<file path="src/rtl/matrix_mem_engine.sv">
// matrix_mem_engine: multi-matrix scratch memory with host port and a
// one-element-per-cycle CLEAR / COPY / TRANSPOSE-COPY command engine.
module matrix_mem_engine #(
  parameter int DATA_W   = 8,
  parameter int DIM      = 3,
  parameter int NUM_MATS = 3,
  parameter int MSEL_W   = 2,
  parameter int IDX_W    = 2
) (
  input  logic              clk,
  input  logic              reset,
  input  logic [MSEL_W-1:0] matrix_select,
  input  logic [IDX_W-1:0]  row,
  input  logic [IDX_W-1:0]  col,
  input  logic              write_enable,
  input  logic [DATA_W-1:0] write_data,
  input  logic              read_enable,
  output logic [DATA_W-1:0] read_data,
  output logic              read_valid,
  input  logic              cmd_valid,
  input  logic [1:0]        cmd_op,
  input  logic [MSEL_W-1:0] cmd_src,
  input  logic [MSEL_W-1:0] cmd_dst,
  output logic              cmd_ready,
  output logic              busy,
  output logic              done,
  output logic              error
);
  localparam logic [0:0] S_IDLE = 1'b0;
  localparam logic [0:0] S_RUN  = 1'b1;
  localparam logic [1:0] OP_CLR = 2'b00;
  localparam logic [1:0] OP_CPY = 2'b01;
  localparam logic [1:0] OP_TRN = 2'b10;
  localparam logic [1:0] OP_RSV = 2'b11;
  localparam logic [MSEL_W:0]  LP_NM   = (MSEL_W+1)'(NUM_MATS);
  localparam logic [IDX_W:0]   LP_DIM  = (IDX_W+1)'(DIM);
  localparam logic [IDX_W-1:0] LP_LAST = IDX_W'(DIM-1);

  logic [DATA_W-1:0] r_mem [NUM_MATS][DIM][DIM];
  logic [0:0]        r_state;
  logic [1:0]        r_op;
  logic [MSEL_W-1:0] r_src, r_dst;
  logic [IDX_W-1:0]  r_r, r_c;
  logic [DATA_W-1:0] r_read_data;
  logic              r_read_valid, r_done, r_error;

  logic              w_host_ok, w_bad, w_last_c, w_last;
  logic [DATA_W-1:0] w_rd_val, w_eng_val;
  logic [IDX_W-1:0]  w_wr_r, w_wr_c;

  assign w_host_ok = ({1'b0, matrix_select} < LP_NM) && ({1'b0, row} < LP_DIM) && ({1'b0, col} < LP_DIM);
  assign w_rd_val  = w_host_ok ? r_mem[matrix_select][row][col] : '0;
  // Source index only matters for COPY/TRANSPOSE; an in-place transpose would corrupt itself.
  assign w_bad = (cmd_op == OP_RSV) || ({1'b0, cmd_dst} >= LP_NM) ||
                 ((cmd_op != OP_CLR) && ({1'b0, cmd_src} >= LP_NM)) ||
                 ((cmd_op == OP_TRN) && (cmd_src == cmd_dst));
  assign w_last_c  = (r_c == LP_LAST);
  assign w_last    = w_last_c && (r_r == LP_LAST);
  assign w_eng_val = (r_op == OP_CPY || r_op == OP_TRN) ? r_mem[r_src][r_r][r_c] : '0;
  assign w_wr_r    = (r_op == OP_TRN) ? r_c : r_r;
  assign w_wr_c    = (r_op == OP_TRN) ? r_r : r_c;

  always_ff @(posedge clk or posedge reset) begin
    if (reset) begin
      for (int m = 0; m < NUM_MATS; m++)
        for (int i = 0; i < DIM; i++)
          for (int j = 0; j < DIM; j++)
            r_mem[m][i][j] <= '0;
      r_state      <= S_IDLE;
      r_op         <= OP_CLR;
      r_src        <= '0;
      r_dst        <= '0;
      r_r          <= '0;
      r_c          <= '0;
      r_read_data  <= '0;
      r_read_valid <= 1'b0;
      r_done       <= 1'b0;
      r_error      <= 1'b0;
    end else begin
      r_read_valid <= 1'b0;
      r_done       <= 1'b0;
      r_error      <= 1'b0;
      if (r_state == S_IDLE) begin
        if (write_enable && w_host_ok) r_mem[matrix_select][row][col] <= write_data;
        if (read_enable) begin
          r_read_data  <= w_rd_val;
          r_read_valid <= 1'b1;
        end
        if (cmd_valid) begin
          if (w_bad) r_error <= 1'b1;
          else begin
            r_op    <= cmd_op;
            r_src   <= cmd_src;
            r_dst   <= cmd_dst;
            r_r     <= '0;
            r_c     <= '0;
            r_state <= S_RUN;
          end
        end
      end else begin
        r_mem[r_dst][w_wr_r][w_wr_c] <= w_eng_val;
        r_c <= w_last_c ? '0 : r_c + 1'b1;
        r_r <= w_last_c ? r_r + 1'b1 : r_r;
        if (w_last) begin
          r_state <= S_IDLE;
          r_done  <= 1'b1;
        end
      end
    end
  end

  assign read_data  = r_read_data;
  assign read_valid = r_read_valid;
  assign cmd_ready  = (r_state == S_IDLE);
  assign busy       = (r_state == S_RUN);
  assign done       = r_done;
  assign error      = r_error;
endmodule

</file>
<file path="config.mk">
export PLATFORM = sky130hd
export DESIGN_NAME = matrix_mem_engine
export DESIGN_NICKNAME = d
export VERILOG_FILES = /design/src/rtl/matrix_mem_engine.sv
export SDC_FILE = /design/constraint.sdc
export NUM_CORES = 1
export LEC_CHECK = 0
export ABC_AREA = 1
export CAP_MARGIN = 15
export CORE_ASPECT_RATIO = 0.75
export CORE_MARGIN = 8
export CORE_UTILIZATION = 25
export DETAILED_ROUTE_END_ITERATION = 10
export PLACE_DENSITY = 0.43
export SLEW_MARGIN = 20
export SYNTH_ARGS = -nofsm -noshare
export SYNTH_HDL_FRONTEND = slang
export SYNTH_SLANG_ARGS = --single-unit
</file>
<file path="constraint.sdc">
create_clock -name clk -period 10.7 [get_ports clk]
set_clock_uncertainty 0.2 [all_clocks]
set_input_delay 2.14 -clock clk [delete_from_list [all_inputs] [get_ports clk]]
set_output_delay 2.14 -clock clk [all_outputs]
set_load 0.02 [all_outputs]
</file>
==> metrics.txt, run 1 <==
pwr dens=roughly 340 nW/um2; Worst slew margin=a little under a quarter; Root Buffer=clkbuf_16; largest net degree at the start of global routing=between 80 and 90; Rows=just under 80; met1 usage=34.51%; RSZ-0062 raised after global routing=false; Max Cap Viol=0; CTS tree=yes; most used routing layer=met1; sequential cell area fraction in the yosys report=38.37%; met2 GRT Util=between 30% and 40%; drt pass-1 iters=8; Resized cells post-CTS=0; # DRC=0; Via density=about 5.6; crit path capture type=flop; share of cells above drive strength 1=slightly below 8%; Syn Inst Count=approximately 2.2k; final hold vios=0; VDD IR max=between 200 and 300 uV; Routed WL per cell=around 28 um; Crit Path Max Fanout=22; CP arrival=5480 ps; Critical Path Most Common Cell=o21ai_0; fin cells=2982; core area=slightly above 60000 um2; most frequent cells in the layout=nand2_1, inv_1, o21ai_0, dfrtp_1, nand3_1; GP Congestion=0.9593; # IOs=38; first-pass GRT wire length=118.1 mm; achievable frequency=approximately 190 MHz; CTS H-tree lvls=1; number of clock sinks=~240; Post-Syn Nets=between 2k and 2.5k; commonest non-fill, non-tap cell in the layout=nand2_1; IO Port Bufs=37; Mapped Area=15520 um2; Crit path required time=about 11000 ps; Clock Latency Late Sink=580 ps; run status=complete, no violations; endpoints failing setup=0; Final min period=5270 ps; Placed Cells incl. Taps=2929; crit-path max cell delay=just under 900 ps; Starting DRT DRC Count=between 2k and 2.5k; P&R area growth vs syn=13.60%; Final #Nets=2176; met3 Use GR=under 10%; post-route setup TNS=0 ps; fillers=6848; Post-CTS Setup Bufs=0; clk buf depth=3; CP Cell Sequence=clkdlybuf4s50_1 -> nand2_2 -> inv_1 -> nand2_1 -> o31ai_4 -> o21ai_0 -> o21ai_0 -> o21ai_0; HPWL after DPL=54.65 mm; Critical Path Slowest Stage Cell=inv_1; cts bufs inserted=28; Mean Syn Cell Area=slightly above 7 um2; HP Class=flop to flop; Congestion Overflow GR=0; CTS Hold Bufs=0; Worst-Margin Slew=between 1000 and 1500 ps; Die Y=approximately 230 um; antenna viol nets, final=0; via count of the first global-routing pass=15.63k; die footprint=slightly above 70000 um2; Die Span X=about 300 um; Post-Route WL=~82 mm; FF+latch count, synth=~240; synth warn=0; Initial Utilization=25.17%; final worst path period share=between 40% and 50%; via count=around 17k; GRT Total Usage=22.50%; Leak=0.007731 uW; CP Launch Type=input pin; Slew Limit Fails=0; kind of critical path=input pin to flop; distinct cell type count after synthesis=40; Worst-path clk slew=about 70 ps; initial antenna violation count=5
==> per-stage QoR <==
step	hold WS [ps]	worst slack, ps	power, uW	util (%)	cell area, um2
2_1_floorplan	279.1	1829	3486	-	15520
5_1_grt	325.0	5227	6346	28.59	17630
3_5_place_dp	276.6	5010	4893	27.04	16680
3_3_place_gp	269.9	5061	4895	27.04	16680
6_report	284.1	5430	6058	28.59	17630
4_1_cts	294.3	5613	5939	28.59	17630
==> per-layer routing <==
| metal | up-vias | part of all wire [%] |
|---|---|---|
| li1 | 7258 | - |
| met1 | 8311 | 46 |
| met2 | 1081 | 39 |
| met3 | 161 | 12 |
| met4 | 4 | 2.8 |
| met5 | - | 0.10 |
==> worst max-delay path: cells and delay by family <==
| family | cells | cell delay, ps |
|---|---|---|
| buf+inv | 2 | 1510 |
| compound gates | 4 | 940 |
| simple gates | 2 | 870 |
==> power by group <==
part	internal [uW]	leakage [uW]	total (uW)	switching, uW
registers	1330	0.00279	1610	276
logic	881	0.00447	3410	2530
clock network	591	0.000469	1040	445
==> cells by family (layout without fill, tap and decap cells) <==
logic type,Yosys count,count (layout),synth area share [%]
DFF,238,238,38.37
AOI/OAI and AO/OA,679,679,27.79
muxes,1,1,0.07253
other,0,1,0
adders and majority gates,2,2,0.1612
and+or+nand+nor,804,804,22.42
buffers and inverters,429,447,11.19
==> registers in the layout, indices dropped and copies added, names as in the netlist <==
register    count
r_dst           2
read_valid      1
error           1
busy            1
done            1
r_src           2
r_op            2
r_mem         216
r_c             2
r_r             2
read_data       8
==> cell usage after synthesis <==
cell type | instances | area, um2
a211oi_1 | 1 | 7.510
a21oi_1 | 48 | 240.2
a22o_1 | 1 | 8.760
a22oi_1 | 6 | 45.04
a31oi_1 | 8 | 50.05
buf_1 | 6 | 22.52
buf_2 | 53 | 265.3
buf_4 | 12 | 90.09
buf_6 | 2 | 22.52
clkbuf_1 | 32 | 120.1
clkinv_1 | 9 | 33.78
dfrtp_1 | 238 | 5956
ha_1 | 2 | 25.02
inv_1 | 301 | 1130
inv_2 | 14 | 52.55
mux2_2 | 1 | 11.26
nand2_1 | 501 | 1881
nand2_2 | 20 | 125.1
nand2_4 | 3 | 33.78
nand3_1 | 169 | 845.8
nand3_2 | 1 | 10.01
nand4_1 | 14 | 87.58
nand4_4 | 1 | 21.27
nor2_1 | 71 | 266.5
nor2_2 | 10 | 62.56
nor2_4 | 10 | 112.6
nor3_1 | 1 | 5.000
nor3_2 | 3 | 30.03
o211ai_1 | 45 | 337.8
o21ai_0 | 253 | 1266
o21ai_1 | 15 | 75.07
o21ai_2 | 2 | 17.52
o21bai_1 | 116 | 870.8
o21bai_2 | 1 | 11.26
o221ai_1 | 18 | 157.7
o22ai_1 | 147 | 919.6
o311ai_0 | 1 | 8.760
o31ai_1 | 4 | 30.03
o31ai_2 | 1 | 12.51
o31ai_4 | 12 | 255.2
==> worst paths after layout <==
kind	startpoint	end	slack, ps	cells past startpoint
max	matrix_select[0]	r_mem[88]	5430	8
min	read_data[7]	read_data[7]	280	2
max reg2reg	r_src[1]	r_mem[209]	6160	9
min reg2reg	read_data[7]	read_data[7]	280	2
max in group asynchronous	reset	r_mem[182]	7030	3
min in group asynchronous	reset	r_mem[43]	1890	2
==> cell type report <==
type	count	area (um2)	area share (%)
Antenna cell	1	2.502	0.01419
Clock buffer	40	837.1	4.747
Clock inverter	12	117.6	0.6670
Inverter	324	1225	6.946
Multi-Input combinational cell	1486	7854	44.54
Sequential cell	238	5959	33.79
Tap cell	810	1013	5.747
Timing Repair Buffer	71	625.6	3.548
Power figures use the tool's default switching activity.
==> run 2: changes to the inputs <==
Clock period 10.7 ns to 5.05 ns, I/O delays scaled along.
==> run 2 against run 1 <==
Net effect: core utilization increased by 0.42 points; combinational power increased by 120%; sequential cell count unchanged; register-to-register slack got worse by 5100 ps; critical endpoint is now r_mem[171].
==> metrics.txt, run 2 (same netlist as run 1, synthesis figures left out) <==
run status=complete, no violations; R2R Setup Slk=1110 ps; core area=between 60000 and 70000 um2; cts bufs inserted=28; HP Class=flop to flop; first-pass GRT wire length=~120 mm; Post-Route WL=81.91 mm; number of clock sinks=between 200 and 250; reg2reg start=r_src[0]; GP Congestion=0.9624; Worst-Margin Slew=1025 ps; CP Launch Type=flop; antenna viol nets, final=0; Routed WL per cell=around 27 um; Placed Cells incl. Taps=2947; Worst-path clk slew=60 ps; Leak=between 0.007 and 0.008 uW; final hold vios=0; Final #Nets=2194; VDD IR max=about 350 uV; CTS H-tree lvls=1; RSZ-0062 raised after global routing=false; most frequent cells in the layout=nand2_1, inv_1, o21ai_0, dfrtp_1, nand3_1; PnR worst setup slack=1105 ps; Worst slew margin=roughly a third; IO Port Bufs=37; reg2reg path depth=14; P&R area growth vs syn=15.27%; fin cells=about 3.0k; Final min period=3945 ps; achievable frequency=about 250 MHz; die footprint=just over 70000 um2; HPWL after DPL=55.87 mm; Root Buffer=clkbuf_16; fillers=roughly 6.8k; largest reg by FF count=r_mem; Clock Latency Late Sink=roughly 600 ps; max reg flops=~220; # IOs=38; post-route setup TNS=0 ps; Congestion Overflow GR=0; Place WS=between 1000 and 1500 ps; Resized cells post-CTS=0; initial antenna violation count=2; endpoints failing setup=0; pwr dens=~730 nW/um2; Max Cap Viol=0; Crit path required time=5280 ps; Starting DRT DRC Count=between 2k and 2.5k; HP Start=read_data[1]; worst reg2reg endpoint=r_mem[171]; Via density=~5.5; Crit Path Max Fanout=38; clk buf depth=3; Die Span X=303.7 um; CP arrival=about 4200 ps; Post-CTS Setup Bufs=0; Initial Utilization=about 25%; CTS Hold Bufs=0; Slew Limit Fails=0; WHS Endpoint=read_data[1]; kind of critical path=flop to flop; drt pass-1 iters=6; share of cells above drive strength 1=under 10%; Hold Path Stages=2; commonest non-fill, non-tap cell in the layout=nand2_1; final worst path period share=78.12%; crit path capture type=flop; GRT Total Usage=roughly 22%; CTS tree=yes; via count of the first global-routing pass=15.63k; largest net degree at the start of global routing=between 90 and 100; ANT cells=0; final core utilization=29.01%; via count=around 17k; Rows=79; Tot Pwr=about 13000 uW; Die Y=231.8 um; # DRC=0
[run 2: cell types whose count changed in the layout (fill, tap and decap cells not counted), moves of 2 or more]
cell       before  now
nand2_1       495  499
clkinv_2        8    5
bufinv_16       2    4
buf_4          34   45
nand2_2        26   22
buf_12          0    7
[run 2: metal layers]
metal  vias to the layer above  GRT usage (%)  wire (um)
met1                      8127          32.76      36780
met2                      1004          30.03      31260
li1                       7290              -          -
met4                         2          7.380       3034
met3                       160          7.952      10820
met5                         -              0         13
[run 2: area by class of cell]
type | count | area (um2) | area share (%)
Clock buffer | 41 | 840.8 | 4.699
Clock inverter | 11 | 161.4 | 0.9020
Inverter | 324 | 1220 | 6.818
Multi-Input combinational cell | 1486 | 7850 | 43.87
Sequential cell | 238 | 5959 | 33.31
Tap cell | 810 | 1013 | 5.664
Timing Repair Buffer | 89 | 848.3 | 4.741
[run 2: critical path: stages (launching register included)]
cell and delay (ps):
dfrtp_1 460, inv_2 70, buf_4 290, nand2_1 120
buf_4 230, clkinv_1 350, nand2_1 160, nand2_1 140
nand2_1 100, nand3_1 120, nand2_1 80, nand2_1 100
nand2_1 760, buf_4 450, o21ai_0 120
[run 2: where the power goes]
part | internal, uW | switching, uW | leakage, uW | total [uW]
logic | 2000 | 5460 | 0.00459 | 7470
registers | 2820 | 570 | 0.00279 | 3390
clock network | 1350 | 913 | 0.000494 | 2270
[run 2: how the worst max path moves through the flow]
stage                           startpoint      endpoint  slack, ps
final                             r_src[0]    r_mem[171]       1110
after global routing              r_src[0]    r_mem[131]       1110
after CTS                         r_src[0]    r_mem[195]       1290
after detailed placement  matrix_select[1]  read_data[4]       1040
after global placement    matrix_select[1]  read_data[4]       1060
after floorplan                      reset          busy        720
[run 2: metrics by stage]
step	area (um2)	hold WS (ps)
after floorplan	15530	279.1
after CTS	17890	295.6
after global placement	16880	270.6
final	17890	286.1
after detailed placement	16890	278.4
after global routing	17890	325.5
==> run 3: changes to the inputs <==
Settings changed: PLACE_DENSITY 0.43 to 0.44.
Clock period 5.05 ns to 3.6 ns, I/O delays scaled along.
==> run 3 against run 2 <==
Net effect: non-clock buffer count grew 66; sequential power increased by 40%; cell area is 3.0% higher; critical path type is now input pin to flop; routed wire length grew 1.6%; setup slack got worse by 790 ps; cell count is 2.1% higher; sequential share of layout area is 0.97 points lower; largest cell class unchanged; first-iteration DRC count up 19%; largest power group unchanged.
==> metrics.txt, run 3 (same netlist as run 1, synthesis figures left out) <==
run status=complete, no violations; GP Congestion=slightly below 1; Crit path required time=3900 ps; pwr dens=1003 nW/um2; core area=slightly above 60000 um2; VDD IR max=between 500 and 600 uV; P&R area growth vs syn=18.71%; largest net degree at the start of global routing=between 80 and 90; Placed Cells incl. Taps=between 3k and 4k; Routed WL per cell=27.18 um; # IOs=38; RSZ-0062 raised after global routing=false; drt pass-1 iters=8; via count=approximately 17k; Die Span X=303.7 um; # DRC=0; Worst-Margin Slew=between 900 and 1000 ps; endpoints failing setup=0; Final #Nets=2259; Rows=about 80; PnR worst setup slack=about 310 ps; CTS H-tree lvls=1; Post-CTS Setup Bufs=0; most frequent cells in the layout=nand2_1, inv_1, o21ai_0, dfrtp_1, nand3_1; share of cells above drive strength 1=a little over a tenth; achievable frequency=304.4 MHz; max reg flops=about 220; Starting DRT DRC Count=about 2.6k; Max Cap Viol=0; Root Buffer=clkbuf_16; HPWL after DPL=about 58 mm; Die Y=231.8 um; Resized cells post-CTS=0; Crit Path Max Fanout=7; fillers=between 6k and 7k; IO Port Bufs=37; clk buf depth=3; HP Class=input pin to async pin; number of clock sinks=roughly 240; final core utilization=between 20 and 30%; initial antenna violation count=2; final hold vios=0; die footprint=~70000 um2; kind of critical path=input pin to flop; Worst slew margin=a little under two fifths; crit path capture type=flop; final worst path period share=about 91%; CTS tree=yes; Clock Latency Late Sink=580 ps; Place WS=-30.72 ps; commonest non-fill, non-tap cell in the layout=nand2_1; Leak=around 0.008 uW; Congestion Overflow GR=0; Post-Route WL=between 80 and 90 mm; CTS Hold Bufs=0; post-route setup TNS=0 ps; via count of the first global-routing pass=16.10k; GRT Total Usage=between 20% and 30%; CP arrival=roughly 3600 ps; Initial Utilization=around a quarter; CP Launch Type=input pin; antenna viol nets, final=0; fin cells=between 3k and 4k; largest reg by FF count=r_mem; first-pass GRT wire length=between 100 and 150 mm; Final min period=3285 ps; Tot Pwr=18470 uW; Worst-path clk slew=~60 ps; Slew Limit Fails=0; Via density=5.509; cts bufs inserted=27
run 3: cell types whose count changed in the layout (fill, tap and decap cells not counted), sizes merged:
| cell | previous run | this run |
|---|---|---|
| buf | 52 | 118 |
| clkbuf | 41 | 38 |
| bufinv | 4 | 3 |
| clkinv | 15 | 14 |
| diode | 0 | 1 |
run 3: worst max-delay path: stages:
cell             delay (ps)
clkdlybuf4s50_1         600
nand2_1                 290
nor2_2                  480
nand2_1                 330
o21ai_0                 540
buf_4                   200
nor2_1                   60
nand4_1                 190
nand2_1                  90
nand2_1                  70
run 3: metal layers:
| layer | wire, um | vias to the layer above | track usage (%) |
|---|---|---|---|
| met1 | 38560 | 8234 | 34.64 |
| met2 | 31650 | 1060 | 30.71 |
| li1 | - | 7423 | - |
| met3 | 10320 | 141 | 6.759 |
| met4 | 2637 | 4 | 6.383 |
| met5 | 23 | - | 0 |
run 3: cell type report:
class / instances / area (um2) / share of cell area, %
flip-flops and latches: 238 / 5959 / 32.34
diodes: 1 / 2.502 / 0.01358
well taps: 810 / 1013 / 5.500
clock inverters: 9 / 122.6 / 0.6654
repair buffers: 155 / 1481 / 8.039
multi-input cells: 1486 / 7841 / 42.55
clock buffers: 38 / 787.0 / 4.271
inverters: 324 / 1220 / 6.620
run 3: through the flow:
step	hold WS, ps	cell area [um2]
after floorplan	279.1	15530
final	251.9	18430
after global placement	270.6	17520
after global routing	256.6	18430
after CTS	235.5	18430
after detailed placement	269.2	17520
run 3: path summary, 6_finish.rpt:
| kind | start | endpoint | slack [ps] | depth (start not counted) |
|---|---|---|---|---|
| min reg2reg | read_data[6] | read_data[6] | 290 | 2 |
| max in group asynchronous | reset | r_mem[0] | 2120 | 4 |
| max | col[0] | read_data[6] | 310 | 10 |
| max reg2reg | r_op[0] | r_mem[53] | 360 | 10 |
| min in group clk | read_data[6] | read_data[6] | 290 | 2 |
| min | reset | r_mem[170] | 250 | 2 |
run 3: power by group:
| group | internal [uW] | switching (uW) |
|---|---|---|
| Clock | 1720 | 1260 |
| Combinational | 3100 | 7630 |
| Sequential | 3960 | 805 |
==> edit: new RTL, config.mk and constraints of run 1 <==
Register the output `error` once more; this adds one clock of latency there. The other outputs are not delayed to match.
--- a/src/rtl/matrix_mem_engine.sv
+++ b/src/rtl/matrix_mem_engine.sv
@@ -114,6 +114,8 @@
   assign cmd_ready  = (r_state == S_IDLE);
   assign busy       = (r_state == S_RUN);
   assign done       = r_done;
-  assign error      = r_error;
+  always_ff @(posedge clk) begin
+    error <= r_error;
+  end
 endmodule
 
Check against the original RTL: not equivalent (a bounded check fails within 4 cycles, from zero or initial values and one cycle with reset high).
==> edit against run 1 <==
Sequential cell count is 1 higher. Worst setup slack worse by 0.42 ns. Sequential share of layout area is 0.16 points higher. First-iteration DRC count shrank 8.4%. Power grew 0.51%. Routed wire length is 1.3% lower. Final area down 0.13%. Synthesized area is 0.13% higher. Largest cell class unchanged. Highest routed layer unchanged.
==> edit: results <==
metrics = {
    "clocking": {
        "cts_root_buf": "clkbuf_16",
        "post_cts_resize_count": 0,
        "post_cts_buffers": 0,
        "clk_latency_ns": 0.59,
        "clkTransAtPathRegs_ns": 0.07,
        "cts.htree.levels": 1,
        "ctsLongestPathBuffers": 3,
        "cts_buffers": 27,
    },
    "hold_path": {
        "min_path_type": "flop to flop",
        "min-delay-start": "r_error",
    },
    "critical_path": {
        "rr_startpoint": "r_src[1]",
        "critPathSlowestCell": "inv_1",
        "path_max_fanout": 29,
        "crit_path_max_incr_delay_ns": 0.75,
        "arrival_ns": 5.93,
        "path_delay_family": "simple AND/OR/NAND/NOR gates",
        "startpoint": "matrix_select[1]",
    },
    "placed_design": {
        "numPortBuffers": 37,
        "placed_area_mm2": 0.0167,
        "dp.cells": 2924,
        "dp_slack_ns": 4.73,
        "dpl.hpwl_um": 54300,
        "routabilityCongestion": 0.959,
    },
    "yosys": {
        "synth-seq-area-share_pct": 38.4,
        "yosys-top-cells-area": "dfrtp_1 (38%), nand2_1 (12%), o21ai_0 (8.1%)",
        "avgSynthCellArea_um2": 7.22,
        "yosysWarnings": 0,
        "synthArstFlopShare_pct": 99.6,
        "synth_cell_type_count": 41,
        "synth_common_cells": "nand2_1 (501), inv_1 (301), o21ai_0 (253)",
    },
    "power_and_ir_drop": {
        "power.leakage_nw": 7.71,
        "worst_ir_drop_vdd_v": 0.000355,
        "p_switching_mw": 3.29,
    },
    "layout": {
        "top_register": "r_mem",
        "drive_gt1_share_pct": 7.54,
        "final_nets": 2170,
        "final_cell_count_no_fill": 2973,
        "largest_reg_flops": 216,
    },
    "sta": {
        "worstMarginPinSlew_ns": 1.22,
    },
    "status": {
        "status": "finished, final reports clean",
    },
    "route": {
        "highest_layer": "met5",
        "vias": 16678,
        "wl_met2_um": 30900,
        "wl_per_cell_um": 27.4,
        "drt_iter0_markers": 2258,
        "dr.pass1.iters": 6,
        "dr_wl_met3_um": 11600,
        "wl_met1_um": 36100,
    },
    "global_route": {
        "grt_max_degree": 145,
        "grt_usage_pct": 22.2,
        "grt_pass1_vias": 15533,
        "grt_pass1_wl_um": 115000,
        "antenna_found_initial": 5,
    },
}
edit: cell count changes in the layout (fill, tap and decap cells not counted), sizes merged:
cell,before,now
buf,34,28
bufinv,2,4
clkbuf,40,37
clkinv,17,16
clkinvlp,3,0
dfxtp,0,1
inv,314,315
edit: layout make-up:
cell class                      count  area (µm²)
Antenna cell                        1        2.50
Inverter                          324        1220
Clock buffer                       37         763
Fill cell                        6745       44200
Timing Repair Buffer               65         593
Sequential cell                   239        5980
Tap cell                          810        1010
Clock inverter                     11         163
Multi-Input combinational cell   1486        7870
edit: final timing paths:
kind	endpoint	slack (ns)	cells past startpoint
worst max-delay path	read_data[5]	5.01	10
worst min-delay path	error	0.17	0
worst max register to register	r_mem[49]	6.19	9
worst min register to register	error	0.17	0
max in group asynchronous	r_src[1]	6.98	3
min in group asynchronous	r_mem[47]	1.83	2
edit: logic make-up (layout without fill, tap and decap cells):
kind of cell	after synthesis	in the layout	share of synthesized area, %
and+or+nand+nor	804	804	22.4
AOI/OAI and AO/OA	679	679	27.8
muxes	1	1	0.0724
buffers and inverters	429	437	11.2
adders and majority gates	2	2	0.161
DFF	239	239	38.4
other	0	1	0
edit: power by group through the flow:
stage / Clock [mW] / Sequential (mW) / Combinational [mW]
6_report: 1.03 / 1.63 / 3.43
5_1_grt: 1.07 / 1.66 / 3.64
4_1_cts: 1.04 / 1.61 / 3.30
3_5_place_dp: 0 / 1.63 / 3.29
3_3_place_gp: 0 / 1.63 / 3.29
2_1_floorplan: 0 / 1.51 / 1.98
edit: metal layers:
layer  GRT usage, %  up-vias
li1               -     7258
met1           31.8     8111
met2           29.6     1124
met3           9.48      181
met4           6.32        4
met5              0        -
